## src/rtl/pawan_alu_seq.sv

```systemverilog
// pawan_alu_seq
// Handshaked, parameterised successor to the CPU's combinational ALU. It sits
// between operand fetch and writeback. Single-cycle operations return a
// registered result one cycle after acceptance. MUL/MULH run as an iterative
// shift-add multiplier that retires one multiplier bit per cycle.
//
// Configuration macro: PAWAN_ALU_MUL_EN
//   defined   : opcodes 10 (MUL) and 11 (MULH) use the IDLE/MUL machine.
//   undefined : the multiplier is not built, and opcodes 10/11 are illegal.
//
// Ports:
//   clk        clock, rising edge
//   rst        asynchronous active-high reset
//   in_valid   operand bundle valid
//   in_ready   block can accept a bundle this cycle
//   op_code    operation select (4 bits)
//   rs1_in     operand A (WIDTH bits)
//   rs2_in     operand B (WIDTH bits); shift amount is rs2_in[SHW-1:0]
//   cin        carry-in for ADD
//   bin        borrow-in for SUB
//   out_valid  result valid
//   out_ready  consumer accepts result
//   result     operation result (WIDTH bits)
//   flags      {ovf, carry, neg, zero}
//   illegal    op_code of the current result was unsupported
module pawan_alu_seq #(
  parameter int WIDTH = 16
) (
  input  logic             clk,
  input  logic             rst,
  input  logic             in_valid,
  output logic             in_ready,
  input  logic [3:0]       op_code,
  input  logic [WIDTH-1:0] rs1_in,
  input  logic [WIDTH-1:0] rs2_in,
  input  logic             cin,
  input  logic             bin,
  output logic             out_valid,
  input  logic             out_ready,
  output logic [WIDTH-1:0] result,
  output logic [3:0]       flags,
  output logic             illegal
);

  localparam int SHW = $clog2(WIDTH);

  localparam logic [3:0] OP_ADD = 4'd0;
  localparam logic [3:0] OP_SUB = 4'd1;
  localparam logic [3:0] OP_AND = 4'd2;
  localparam logic [3:0] OP_OR  = 4'd3;
  localparam logic [3:0] OP_XOR = 4'd4;
  localparam logic [3:0] OP_NOT = 4'd5;
  localparam logic [3:0] OP_SHL = 4'd6;
  localparam logic [3:0] OP_SHR = 4'd7;
  localparam logic [3:0] OP_SRA = 4'd8;
  localparam logic [3:0] OP_SLT = 4'd9;

  logic             r_outValid;
  logic [WIDTH-1:0] r_result;
  logic [3:0]       r_flags;
  logic             r_illegal;

  logic [SHW-1:0]   w_shamt;
  logic [WIDTH:0]   w_sum;
  logic [WIDTH:0]   w_diff;
  logic [WIDTH-1:0] w_aluRes;
  logic             w_aluCarry;
  logic             w_aluOvf;
  logic             w_aluIllegal;
  logic             w_accept;
  logic             w_loadAlu;
  logic             w_loadMul;
  logic [WIDTH-1:0] w_mulRes;

  assign w_shamt  = rs2_in[SHW-1:0];
  assign w_accept = in_valid && in_ready;

  // The extra top bit of the add is its carry-out. For the subtract, that
  // bit is the borrow-out, because the true difference lies in [-2^W, 2^W).
  assign w_sum  = {1'b0, rs1_in} + {1'b0, rs2_in} + {{WIDTH{1'b0}}, cin};
  assign w_diff = {1'b0, rs1_in} - {1'b0, rs2_in} - {{WIDTH{1'b0}}, bin};

  always_comb begin
    w_aluRes     = '0;
    w_aluCarry   = 1'b0;
    w_aluOvf     = 1'b0;
    w_aluIllegal = 1'b0;
    case (op_code)
      OP_ADD: begin
        w_aluRes   = w_sum[WIDTH-1:0];
        w_aluCarry = w_sum[WIDTH];
        w_aluOvf   = (rs1_in[WIDTH-1] == rs2_in[WIDTH-1]) &&
                     (w_sum[WIDTH-1] != rs1_in[WIDTH-1]);
      end
      OP_SUB: begin
        w_aluRes   = w_diff[WIDTH-1:0];
        w_aluCarry = w_diff[WIDTH];
        w_aluOvf   = (rs1_in[WIDTH-1] != rs2_in[WIDTH-1]) &&
                     (w_diff[WIDTH-1] != rs1_in[WIDTH-1]);
      end
      OP_AND: w_aluRes = rs1_in & rs2_in;
      OP_OR:  w_aluRes = rs1_in | rs2_in;
      OP_XOR: w_aluRes = rs1_in ^ rs2_in;
      OP_NOT: w_aluRes = ~rs1_in;
      OP_SHL: w_aluRes = rs1_in << w_shamt;
      OP_SHR: w_aluRes = rs1_in >> w_shamt;
      OP_SRA: w_aluRes = $unsigned($signed(rs1_in) >>> w_shamt);
      OP_SLT: w_aluRes = {{(WIDTH-1){1'b0}}, ($signed(rs1_in) < $signed(rs2_in))};
      // MUL/MULH are never loaded from this path when the multiplier is built.
      default: w_aluIllegal = 1'b1;
    endcase
  end

`ifdef PAWAN_ALU_MUL_EN
  localparam logic [3:0] OP_MUL  = 4'd10;
  localparam logic [3:0] OP_MULH = 4'd11;

  typedef enum logic {S_IDLE, S_MUL} mulState_t;

  mulState_t          r_state;
  mulState_t          w_stateNext;
  logic [WIDTH-1:0]   r_mcand;
  logic [WIDTH-1:0]   r_mplier;
  logic [2*WIDTH-1:0] r_acc;
  logic [SHW-1:0]     r_count;
  logic               r_mulHigh;
  logic               w_isMulOp;
  logic               w_mulDone;
  logic [2*WIDTH-1:0] w_partial;
  logic [2*WIDTH-1:0] w_accNext;

  assign w_isMulOp = (op_code == OP_MUL) || (op_code == OP_MULH);
  assign w_partial = r_mplier[r_count] ? ({{WIDTH{1'b0}}, r_mcand} << r_count) : '0;
  assign w_accNext = r_acc + w_partial;
  assign w_mulDone = (r_state == S_MUL) && (r_count == SHW'(WIDTH-1));
  assign w_mulRes  = r_mulHigh ? w_accNext[2*WIDTH-1:WIDTH] : w_accNext[WIDTH-1:0];
  assign w_loadMul = w_mulDone;
  assign w_loadAlu = w_accept && !w_isMulOp;
  assign in_ready  = (r_state == S_IDLE) && (!r_outValid || out_ready);

  always_ff @(posedge clk or posedge rst) begin
    if (rst) r_state <= S_IDLE;
    else     r_state <= w_stateNext;
  end

  always_comb begin
    w_stateNext = r_state;
    case (r_state)
      S_IDLE: if (w_accept && w_isMulOp) w_stateNext = S_MUL;
      S_MUL:  if (w_mulDone)             w_stateNext = S_IDLE;
      default: w_stateNext = S_IDLE;
    endcase
  end

  // The multiplier datapath: operands are latched on accept, then one partial
  // product is added per cycle. The final add feeds result directly through
  // w_accNext, so the accumulator never needs an extra cycle to settle.
  always_ff @(posedge clk or posedge rst) begin
    if (rst) begin
      r_mcand   <= '0;
      r_mplier  <= '0;
      r_acc     <= '0;
      r_count   <= '0;
      r_mulHigh <= 1'b0;
    end else if (r_state == S_IDLE) begin
      if (w_accept && w_isMulOp) begin
        r_mcand   <= rs1_in;
        r_mplier  <= rs2_in;
        r_acc     <= '0;
        r_count   <= '0;
        r_mulHigh <= (op_code == OP_MULH);
      end
    end else begin
      r_acc   <= w_accNext;
      r_count <= r_count + 1'b1;
    end
  end
`else
  assign w_mulRes  = '0;
  assign w_loadMul = 1'b0;
  assign w_loadAlu = w_accept;
  assign in_ready  = !r_outValid || out_ready;
`endif

  // The output register. A new result always wins over the consumer's clear,
  // which allows one single-cycle op per clock when out_ready stays high.
  always_ff @(posedge clk or posedge rst) begin
    if (rst) begin
      r_outValid <= 1'b0;
      r_result   <= '0;
      r_flags    <= '0;
      r_illegal  <= 1'b0;
    end else if (w_loadMul) begin
      r_outValid <= 1'b1;
      r_result   <= w_mulRes;
      r_flags    <= {2'b00, w_mulRes[WIDTH-1], (w_mulRes == '0)};
      r_illegal  <= 1'b0;
    end else if (w_loadAlu) begin
      r_outValid <= 1'b1;
      r_result   <= w_aluRes;
      r_flags    <= {w_aluOvf, w_aluCarry, w_aluRes[WIDTH-1], (w_aluRes == '0)};
      r_illegal  <= w_aluIllegal;
    end else if (out_ready) begin
      r_outValid <= 1'b0;
    end
  end

  assign out_valid = r_outValid;
  assign result    = r_result;
  assign flags     = r_flags;
  assign illegal   = r_illegal;

endmodule

```

## config.mk

```make
export PLATFORM = sky130hd
export DESIGN_NAME = pawan_alu_seq
export DESIGN_NICKNAME = d
export VERILOG_FILES = /design/src/rtl/pawan_alu_seq.sv
export SDC_FILE = /design/constraint.sdc
export NUM_CORES = 1
export LEC_CHECK = 0
export CAP_MARGIN = 20
export CORE_AREA = 10 10 134 99
export CTS_CLUSTER_SIZE = 24
export DETAILED_ROUTE_END_ITERATION = 8
export DIE_AREA = 0 0 144 109
export GPL_ROUTABILITY_DRIVEN = 0
export PLACE_DENSITY = 0.78
export SLEW_MARGIN = 10
export SYNTH_ARGS = -nofsm -noshare
export SYNTH_HDL_FRONTEND = slang
export SYNTH_SLANG_ARGS = --single-unit
```

## constraint.sdc

```tcl
create_clock -name clk -period 2.3 [get_ports clk]
set_input_delay 0.46 -clock clk [delete_from_list [all_inputs] [get_ports clk]]
set_output_delay 0.46 -clock clk [all_outputs]
set_load 0.03 [all_outputs]
```

==> qor.csv, run 1 <==
stage,metric,value,unit
yosys,Post-Synthesis Cells,750,
yosys,number of distinct library cell variants in the gate-level netlist after synthesis,89,
floorplan,width of the chip,144,µm
floorplan,floorplan die height,109,µm
placement,pre-CTS setup slack,-1.82,ns
status,First Error,[ERROR GRT-0232] Routing congestion too high. Check the congestion heatmap in the GUI.,
yosys,number of enable-type register cells in the synthesized netlist,0,
placement,placed cell count,1160,
yosys,Mean Syn Cell Area,7.74,µm²
yosys,most instantiated flip-flop cell in the synthesis netlist,sky130_fd_sc_hd__dfrtp_1,
cts,H-tree level count,1,
yosys,share of the synthesized area in the top cell type,17.0,%
yosys,post-synthesis cell type with the largest combined area,sky130_fd_sc_hd__ha_1,
cts,Inserted Clock Buffers,3,
placement,detailed placement HPWL,20100,µm
yosys,nets in the synthesized netlist,875,
grt,pin count of the biggest net entering global routing,43,
cts,master cell of the clock root buffer,sky130_fd_sc_hd__clkbuf_16,
yosys,number of register bits inferred by synthesis,21,
timing,worst_ep kind,sequential cell input,
timing,endpoint with the least setup slack after the last global-route repair,flags[0]$_DFFE_PP0P_/D,
yosys,share of the yosys chip area belonging to registers,9.05,%
placement,area after detailed placement,8450,µm²
yosys,most common cell in the synthesized netlist,sky130_fd_sc_hd__ha_1,
cts,maximum clock path buffer count,2,
yosys,asr flop ratio synth,100,%
floorplan,I/O pins,65,
status,failing step,global routing,
floorplan,number of placement rows,32,
grt,GRT Util Overall,62.9,%
yosys,leading post-synthesis cells by instance count,"sky130_fd_sc_hd__ha_1 (79), sky130_fd_sc_hd__nand2_1 (76), sky130_fd_sc_hd__inv_1 (59), sky130_fd_sc_hd__nor2_1 (52), sky130_fd_sc_hd__a21oi_1 (49)",
placement,quantity of I/O buffers inserted on ports,64,
yosys,netlist area before placement,5800,µm²
floorplan,initial standard-cell utilization of the core,53.9,%
yosys,Ys Warns,0,
yosys,ranking of synthesized cells by area,"sky130_fd_sc_hd__ha_1 (17%), sky130_fd_sc_hd__dfrtp_1 (9.1%), sky130_fd_sc_hd__mux4_2 (7.8%)",
cts,total clock sinks,21,
grt,number of antenna violations at the first check in global routing,6,
grt,gr ovfl total,5,
status,run status,did not finish,
## metrics by stage
step | TNS, ns | hold WS [ns] | utilization (%)
after floorplan | -8.86 | 0.437 | -
after global placement | -20.11 | 0.463 | 78.5
after detailed placement | -22.22 | 0.470 | 78.5
after CTS | -9.06 | 0.487 | 85.5
## routing by layer
layer	track usage (%)	GRT overflow
met1	61.6	0
met2	74.9	3
met3	57.1	0
met4	58.9	2
met5	23.2	0
## timing repair
item                                    in CTS
endpoints found under the hold margin        0
pin swaps                                   58
setup buffers                               18
endpoints found under the setup margin      19
gates resized for setup                    164
hold buffers                                 0
## logic make-up after synthesis
family	count (synthesis)	synth area share (%)
AOI/OAI and AO/OA	221	26.4
xor gates and xnor gates	20	3.02
adders and majority gates	83	18.4
buffers and inverters	112	8.43
DFF	21	9.05
muxes	43	11.9
and+or+nand+nor	250	22.8
==> run 2, diff against run 1 <==
CORE_AREA = 10 10 132 134   (was 10 10 134 99)
CTS_CLUSTER_SIZE = not set   (was 24)
DIE_AREA = 0 0 142 144   (was 0 0 144 109)
PLACE_DENSITY = not set   (was 0.78)
PLACE_DENSITY_LB_ADDON = 0.15   (was not set)
==> qor.csv, run 2 <==
stage,metric,value,unit,change
status,run status,"finished, violations left",,was did not finish
status,violations in the final reports,setup timing,,
finish,area grow syn2layout,65.1,%,
floorplan,width of the chip,142,µm,was 144 µm
grt,global-route wire length before repair,38900,µm,
setup_path,startpoint of the worst setup timing path,rs2_in[0],,
cts,worst skew pair latency,0.25,ns,
cts,master cell of the clock root buffer,sky130_fd_sc_hd__clkbuf_16,,unchanged
setup_path,crit path DAT,3.63,ns,
placement,quantity of I/O buffers inserted on ports,64,,unchanged
cts,CTS tree,done,,
finish,area of the multi-input gates,5450,µm²,
yosys,leading post-synthesis cells by instance count,"sky130_fd_sc_hd__ha_1 (79), sky130_fd_sc_hd__nand2_1 (76), sky130_fd_sc_hd__inv_1 (59), sky130_fd_sc_hd__nor2_1 (52), sky130_fd_sc_hd__a21oi_1 (49)",,unchanged
yosys,most instantiated flip-flop cell in the synthesis netlist,sky130_fd_sc_hd__dfrtp_1,,unchanged
yosys,most common cell in the synthesized netlist,sky130_fd_sc_hd__ha_1,,unchanged
yosys,nets in the synthesized netlist,875,,unchanged
timing,RSZ-0062 raised after global routing,true,,
cts,total clock sinks,21,,unchanged
route,"antenna viol nets, final",0,,
finish,number of nets in the final layout,1196,,
timing,Worst Slack Setup Final,-1.14,ns,
grt,gr ovfl total,0,,
timing,Final min period,3.44,ns,
finish,share of post-route cells with drive strength above 1,43.5,%,
grt,number of antenna violations at the first check in global routing,0,,
route,number of design rule violations left after detail routing,0,,
timing,worst clock skew on the final layout,0.000635,ns,
job,number of max-cap violations,0,,
yosys,share of the yosys chip area belonging to registers,9.05,%,unchanged
route,number of search-and-repair iterations in the first detailed-routing pass,5,,
route,total wirelength of the detailed-routed design,25300,µm,
timing,worst slew slack as a fraction of its limit,48.5,%,
timing,Final Cycle Share,150,%,
setup_path,maximum fanout along the worst path,2,,
setup_path,critical path startpoint category,primary input,,
yosys,Ys Warns,0,,unchanged
floorplan,Die Footprint,20400,µm²,
yosys,Mean Syn Cell Area,7.74,µm²,unchanged
min_path,Hold WC Path Type,reg2reg,,
timing,Final Hold Vio Count,0,,
floorplan,initial standard-cell utilization of the core,39.0,%,was 53.9%
timing,Max Clk Rate,290,MHz,
timing,Tightest Pin Transition,0.772,ns,
floorplan,standard cell core area,14900,µm²,
setup_path,r2r setup slk,0.37,ns,
yosys,post-synthesis cell type with the largest combined area,sky130_fd_sc_hd__ha_1,,unchanged
floorplan,I/O pins,65,,unchanged
setup_path,CP endpoint,flags[0],,
finish,antenna diode count,0,,
placement,area after detailed placement,8490,µm²,was 8450 µm²
power_and_ir_drop,worst-case vdd ir drop,265,µV,
setup_path,Critical Path Sink Type,flip-flop,,
grt,GRT Util Overall,23.2,%,
timing,number of pins exceeding their max-slew limit in the final report,0,,
cts,Inserted Clock Buffers,3,,unchanged
route,wire length per cell after detailed routing,20.1,µm,
cts,CTS hold repair buffers,0,,unchanged
yosys,ranking of synthesized cells by area,"sky130_fd_sc_hd__ha_1 (17%), sky130_fd_sc_hd__dfrtp_1 (9.1%), sky130_fd_sc_hd__mux4_2 (7.8%)",,unchanged
finish,"flip-flop count of the largest register, all copies and words added",15,,
floorplan,number of placement rows,45,,was 32
route,DR iter-0 viols,698,,
route,vias post-DR,7431,,
cts,H-tree level count,1,,unchanged
yosys,asr flop ratio synth,100,%,unchanged
finish,register area,526,µm²,
grt,pin count of the biggest net entering global routing,31,,
setup_path,R2R cell count,8,,
finish,final design instance area without fill,9580,µm²,
cts,Clock Pin Slew Worst Setup and Hold Paths,0.05,ns,
timing,final setup violating endpoints,17,,
setup_path,required time at the endpoint of the critical path,2.49,ns,
yosys,share of the synthesized area in the top cell type,17.0,%,unchanged
cts,maximum clock path buffer count,2,,unchanged
power_and_ir_drop,power density of the placed cells,350,nW/µm²,
placement,detailed placement HPWL,19400,µm,was 20100 µm
setup_path,FF-to-FF Start,out_valid,,
power_and_ir_drop,leakage power total,4.36,nW,
yosys,Post-Synthesis Cells,750,,unchanged
yosys,number of register bits inferred by synthesis,21,,unchanged
setup_path,worst setup path class,in2reg,,
yosys,netlist area before placement,5800,µm²,unchanged
finish,FILL cells,1257,,
yosys,number of enable-type register cells in the synthesized netlist,0,,unchanged
finish,most frequent cells in the layout,"sky130_fd_sc_hd__buf_4 (278), sky130_fd_sc_hd__nand2_1 (75), sky130_fd_sc_hd__ha_1 (54), sky130_fd_sc_hd__nor2_1 (50), sky130_fd_sc_hd__inv_1 (40)",,
yosys,number of distinct library cell variants in the gate-level netlist after synthesis,89,,unchanged
route,per-cell via count in the routed design,5.91,,
floorplan,floorplan die height,144,µm,was 109 µm
grt,vias in the first global route,7404,,
setup_path,R2R Path End,flags[0],,
power_and_ir_drop,overall power after layout,0.00335,W,
finish,"most common cell after layout, fill and taps aside",sky130_fd_sc_hd__buf_4,,
==> run 2: cell counts after synthesis <==
Identical to the previous run, type by type.
==> run 2: what timing repair did <==
| item | in CTS | in global routing |
|---|---|---|
| gates cloned | 2 | 2 |
| gates resized for setup | 169 | 40 |
| setup buffers | 28 | 15 |
| pin swaps | 58 | 29 |
| endpoints found under the setup margin | 19 | 19 |
==> run 2: cell families after synthesis <==
| group | count (synthesis) | share of synthesized area (%) |
|---|---|---|
| simple gates | 250 | 22.8 |
| compound gates | 221 | 26.4 |
| buf+inv | 112 | 8.43 |
| fa+ha+maj | 83 | 18.4 |
| mux | 43 | 11.9 |
| flops | 21 | 9.05 |
| xor+xnor | 20 | 3.02 |
==> run 2: worst max-delay path, cell delays in order <==
cell,delay [ns]
sky130_fd_sc_hd__buf_8,0.08
sky130_fd_sc_hd__inv_6,0.04
sky130_fd_sc_hd__fa_2,0.57
sky130_fd_sc_hd__inv_2,0.05
sky130_fd_sc_hd__ha_4,0.15
sky130_fd_sc_hd__o211ai_1,0.26
sky130_fd_sc_hd__buf_4,0.19
sky130_fd_sc_hd__nand3_4,0.09
sky130_fd_sc_hd__a2111oi_4,0.31
sky130_fd_sc_hd__buf_4,0.19
sky130_fd_sc_hd__o31ai_4,0.08
sky130_fd_sc_hd__a21o_1,0.21
sky130_fd_sc_hd__and4b_1,0.18
sky130_fd_sc_hd__or4_4,0.51
sky130_fd_sc_hd__nor2_1,0.10
sky130_fd_sc_hd__a32o_1,0.17
==> run 2: stage by stage <==
stage | utilization (%) | setup slack [ns] | hold slack [ns] | TNS (ns) | std cells
3_3_place_gp | 57.1 | -1.68 | 0.461 | -21.27 | 1210
3_5_place_dp | 57.1 | -1.75 | 0.464 | -22.10 | 1210
2_1_floorplan | - | -1.21 | 0.437 | -8.86 | 750
4_1_cts | 63.1 | -1.05 | 0.477 | -9.72 | 1244
5_1_grt | 64.5 | -1.24 | 0.491 | -12.63 | 1258
6_report | 64.5 | -1.14 | 0.476 | -11.08 | 1258
==> run 2: where the power goes <==
group          switching [W]  internal [W]
logic                0.00128       0.00126
clock network       0.000125      0.000236
registers          0.0000264      0.000421
==> run 2: final cells by class <==
cell class | count | share of cell area (%)
timing repair buffer | 367 | 31.8
tap | 188 | 2.45
sequential | 21 | 5.48
multi-input combinational | 617 | 56.9
inverter | 61 | 2.48
clock buffer | 4 | 0.823
==> run 2: how the worst min path moves through the flow <==
| stage | startpoint | to | cells past startpoint |
|---|---|---|---|
| after floorplan | rst | flags[0] | 1 |
| after global placement | result[9] | result[9] | 2 |
| after detailed placement | result[1] | result[1] | 2 |
| after CTS | result[1] | result[1] | 2 |
| after global routing | result[1] | result[1] | 2 |
| final | result[1] | result[1] | 2 |
==> run 2: routing by layer <==
| metal | wire [µm] | GRT usage [%] |
|---|---|---|
| met1 | 10400 | 29.6 |
| met2 | 12200 | 39.9 |
| met3 | 1920 | 2.10 |
| met4 | 833 | 8.18 |
| met5 | 0 | 0 |
Power figures use the tool's default switching activity.
==> run 3, diff against run 2 <==
SLEW_MARGIN = 0   (was 10)
==> results of run 3 <==
No change in the layout: final DEF, timing and power equal those of run 2.
==> run 4, diff against run 3 <==
SKIP_CTS_REPAIR_TIMING = 1   (was not set)
==> qor.csv, run 4 (synthesis results as in run 2) <==
stage,metric,value,unit,change
timing,Worst Slack Setup Final,-1.12,ns,was -1.14 ns
grt,pin count of the biggest net entering global routing,43,,was 31
finish,register area,526,µm²,unchanged
timing,number of pins exceeding their max-slew limit in the final report,0,,unchanged
cts,master cell of the clock root buffer,sky130_fd_sc_hd__clkbuf_16,,unchanged
finish,most frequent cells in the layout,"sky130_fd_sc_hd__buf_4 (262), sky130_fd_sc_hd__nand2_1 (73), sky130_fd_sc_hd__ha_1 (60), sky130_fd_sc_hd__nor2_1 (48), sky130_fd_sc_hd__inv_1 (45)",,"was sky130_fd_sc_hd__buf_4 (278), sky130_fd_sc_hd__nand2_1 (75), sky130_fd_sc_hd__ha_1 (54), sky130_fd_sc_hd__nor2_1 (50), sky130_fd_sc_hd__inv_1 (40)"
grt,number of antenna violations at the first check in global routing,0,,unchanged
min_path,hold path start,result[1],,unchanged
grt,vias in the first global route,6918,,was 7404
cts,H-tree level count,1,,unchanged
setup_path,worst setup path class,in2reg,,unchanged
grt,gr ovfl total,0,,unchanged
route,"antenna viol nets, final",0,,unchanged
floorplan,Die Footprint,20400,µm²,unchanged
grt,GRT Util Overall,21.6,%,was 23.2%
status,violations in the final reports,setup timing,,unchanged
setup_path,Critical Path Sink Type,flip-flop,,unchanged
cts,CTS tree,done,,unchanged
setup_path,"Critical Path, Cell by Cell",buf_8 > inv_4 > fa_2 > inv_2 > ha_4 > o211ai_1 > nand3_2 > a2111oi_4 > buf_4 > o31ai_4 > a21o_1 > and4b_1 > or4_4 > nor2_2 > a32o_1,,was buf_8 > inv_6 > fa_2 > inv_2 > ha_4 > o211ai_1 > buf_4 > nand3_4 > a2111oi_4 > buf_4 > o31ai_4 > a21o_1 > and4b_1 > or4_4 > nor2_1 > a32o_1
route,number of design rule violations left after detail routing,0,,unchanged
finish,final core utilization,64.0,%,was 64.5%
timing,Max Clk Rate,292,MHz,was 290 MHz
route,total wirelength of the detailed-routed design,24700,µm,was 25300 µm
placement,placed cell count,1210,,unchanged
floorplan,number of placement rows,45,,unchanged
floorplan,floorplan die height,144,µm,unchanged
cts,worst skew pair latency,0.25,ns,about the same
route,wire length per cell after detailed routing,20.0,µm,was 20.1 µm
floorplan,standard cell core area,14900,µm²,unchanged
setup_path,maximum fanout along the worst path,3,,was 2
floorplan,initial standard-cell utilization of the core,39.0,%,unchanged
finish,share of post-route cells with drive strength above 1,42.4,%,was 43.5%
timing,Final Hold Vio Count,0,,unchanged
route,DR iter-0 viols,742,,was 698
cts,Inserted Clock Buffers,3,,unchanged
setup_path,"Largest stage delay, worst path",0.57,ns,about the same
route,number of search-and-repair iterations in the first detailed-routing pass,6,,was 5
min_path,Hold WC Path Type,reg2reg,,unchanged
timing,Final min period,3.42,ns,was 3.44 ns
finish,antenna diode count,0,,unchanged
setup_path,critical path startpoint category,primary input,,unchanged
setup_path,"delay-heaviest family, CP",compound AO/OA/AOI/OAI gates,,unchanged
finish,"flip-flop count of the largest register, all copies and words added",15,,unchanged
setup_path,required time at the endpoint of the critical path,2.49,ns,about the same
finish,area grow syn2layout,63.9,%,was 65.1%
power_and_ir_drop,power density of the placed cells,345,nW/µm²,was 350 nW/µm²
timing,Tightest Pin Transition,0.788,ns,was 0.772 ns
power_and_ir_drop,leakage power total,4.44,nW,was 4.36 nW
route,per-cell via count in the routed design,5.89,,was 5.91
timing,worst slew slack as a fraction of its limit,47.4,%,was 48.5%
setup_path,startpoint of the worst setup timing path,bin,,was rs2_in[0]
timing,final setup violating endpoints,17,,unchanged
timing,Final Cycle Share,149,%,was 150%
finish,area of the multi-input gates,5440,µm²,was 5450 µm²
job,number of max-cap violations,0,,unchanged
finish,Post-Layout Cell Count,1240,,was 1258
grt,global-route wire length before repair,36300,µm,was 38900 µm
cts,total clock sinks,21,,unchanged
timing,RSZ-0062 raised after global routing,true,,unchanged
cts,maximum clock path buffer count,2,,unchanged
placement,detailed placement HPWL,19400,µm,unchanged
placement,quantity of I/O buffers inserted on ports,64,,unchanged
finish,"most common cell after layout, fill and taps aside",sky130_fd_sc_hd__buf_4,,unchanged
cts,Clock Pin Slew Worst Setup and Hold Paths,0.06,ns,was 0.05 ns
floorplan,I/O pins,65,,unchanged
timing,setup TNS,-9.85,ns,was -11.08 ns
status,run status,"finished, violations left",,unchanged
setup_path,"slowest stage cell, crit path",sky130_fd_sc_hd__fa_2,,unchanged
setup_path,number of buffer and inverter stages on the critical path,4,,was 5
setup_path,FF-to-FF Start,out_valid,,unchanged
route,vias post-DR,7305,,was 7431
power_and_ir_drop,worst-case vdd ir drop,237,µV,was 265 µV
floorplan,width of the chip,142,µm,unchanged
timing,worst clock skew on the final layout,0.00185,ns,was 0.000635 ns
setup_path,r2r setup slk,0.38,ns,was 0.37 ns
placement,pre-CTS setup slack,-1.75,ns,unchanged
setup_path,crit path DAT,3.61,ns,was 3.63 ns
finish,FILL cells,1269,,was 1257
finish,number of nets in the final layout,1178,,was 1196
[run 4: cell count changes in the layout (fill, tap and decap cells not counted), moves of 5 or more]
| cell | delta |
|---|---|
| sky130_fd_sc_hd__dlymetal6s2s_1 | +20 |
| sky130_fd_sc_hd__buf_4 | -16 |
| sky130_fd_sc_hd__inv_2 | -8 |
| sky130_fd_sc_hd__ha_1 | +6 |
| sky130_fd_sc_hd__ha_4 | -7 |
| sky130_fd_sc_hd__buf_2 | -5 |
| sky130_fd_sc_hd__inv_1 | +5 |
| sky130_fd_sc_hd__dlygate4sd2_1 | -16 |
[run 4: path summary, 6_finish.rpt]
check                             to  cells past startpoint
min in group asynchronous  out_valid                      2
max reg2reg                 flags[0]                      8
max in group asynchronous  result[5]                      2
max                         flags[0]                     15
min                        result[1]                      2
min reg2reg                result[1]                      2
[run 4: stage by stage]
step	instance area, µm²	total power (W)	hold WS (ns)
6_report	9520	0.00328	0.477
5_1_grt	9520	0.00346	0.491
4_1_cts	8570	0.00293	0.477
3_5_place_dp	8490	0.00256	0.464
3_3_place_gp	8490	0.00253	0.461
2_1_floorplan	5930	0.00158	0.437
[run 4: power breakdown]
| part | switching, W | total (W) | internal, W |
|---|---|---|---|
| clock network | 0.000127 | 0.000362 | 0.000236 |
| registers | 0.0000266 | 0.000448 | 0.000421 |
| logic | 0.00126 | 0.00247 | 0.00121 |
| total | 0.00141 | 0.00328 | 0.00187 |
[run 4: worst reg2reg max path, delay by kind of cell (launching register included)]
kind               cells  cell delay [ns]
AOI/OAI and AO/OA      3             0.63
DFF                    1             0.37
and+or+nand+nor        5             0.86
[run 4: cell type report]
class | count | share of cell area (%)
multi-input cells | 617 | 57.2
repair buffers | 349 | 31.4
flip-flops and latches | 21 | 5.52
inverters | 61 | 2.58
well taps | 188 | 2.47
clock buffers | 4 | 0.828
[run 4: layer usage]
| layer | up-vias | wire length [µm] | track usage (%) |
|---|---|---|---|
| met2 | 348 | 12000 | 36.8 |
| met3 | 52 | 1870 | 2.23 |
| met5 | - | 0 | 0 |
| met4 | 0 | 568 | 5.33 |
| li1 | 3392 | - | - |
| met1 | 3513 | 10300 | 28.6 |
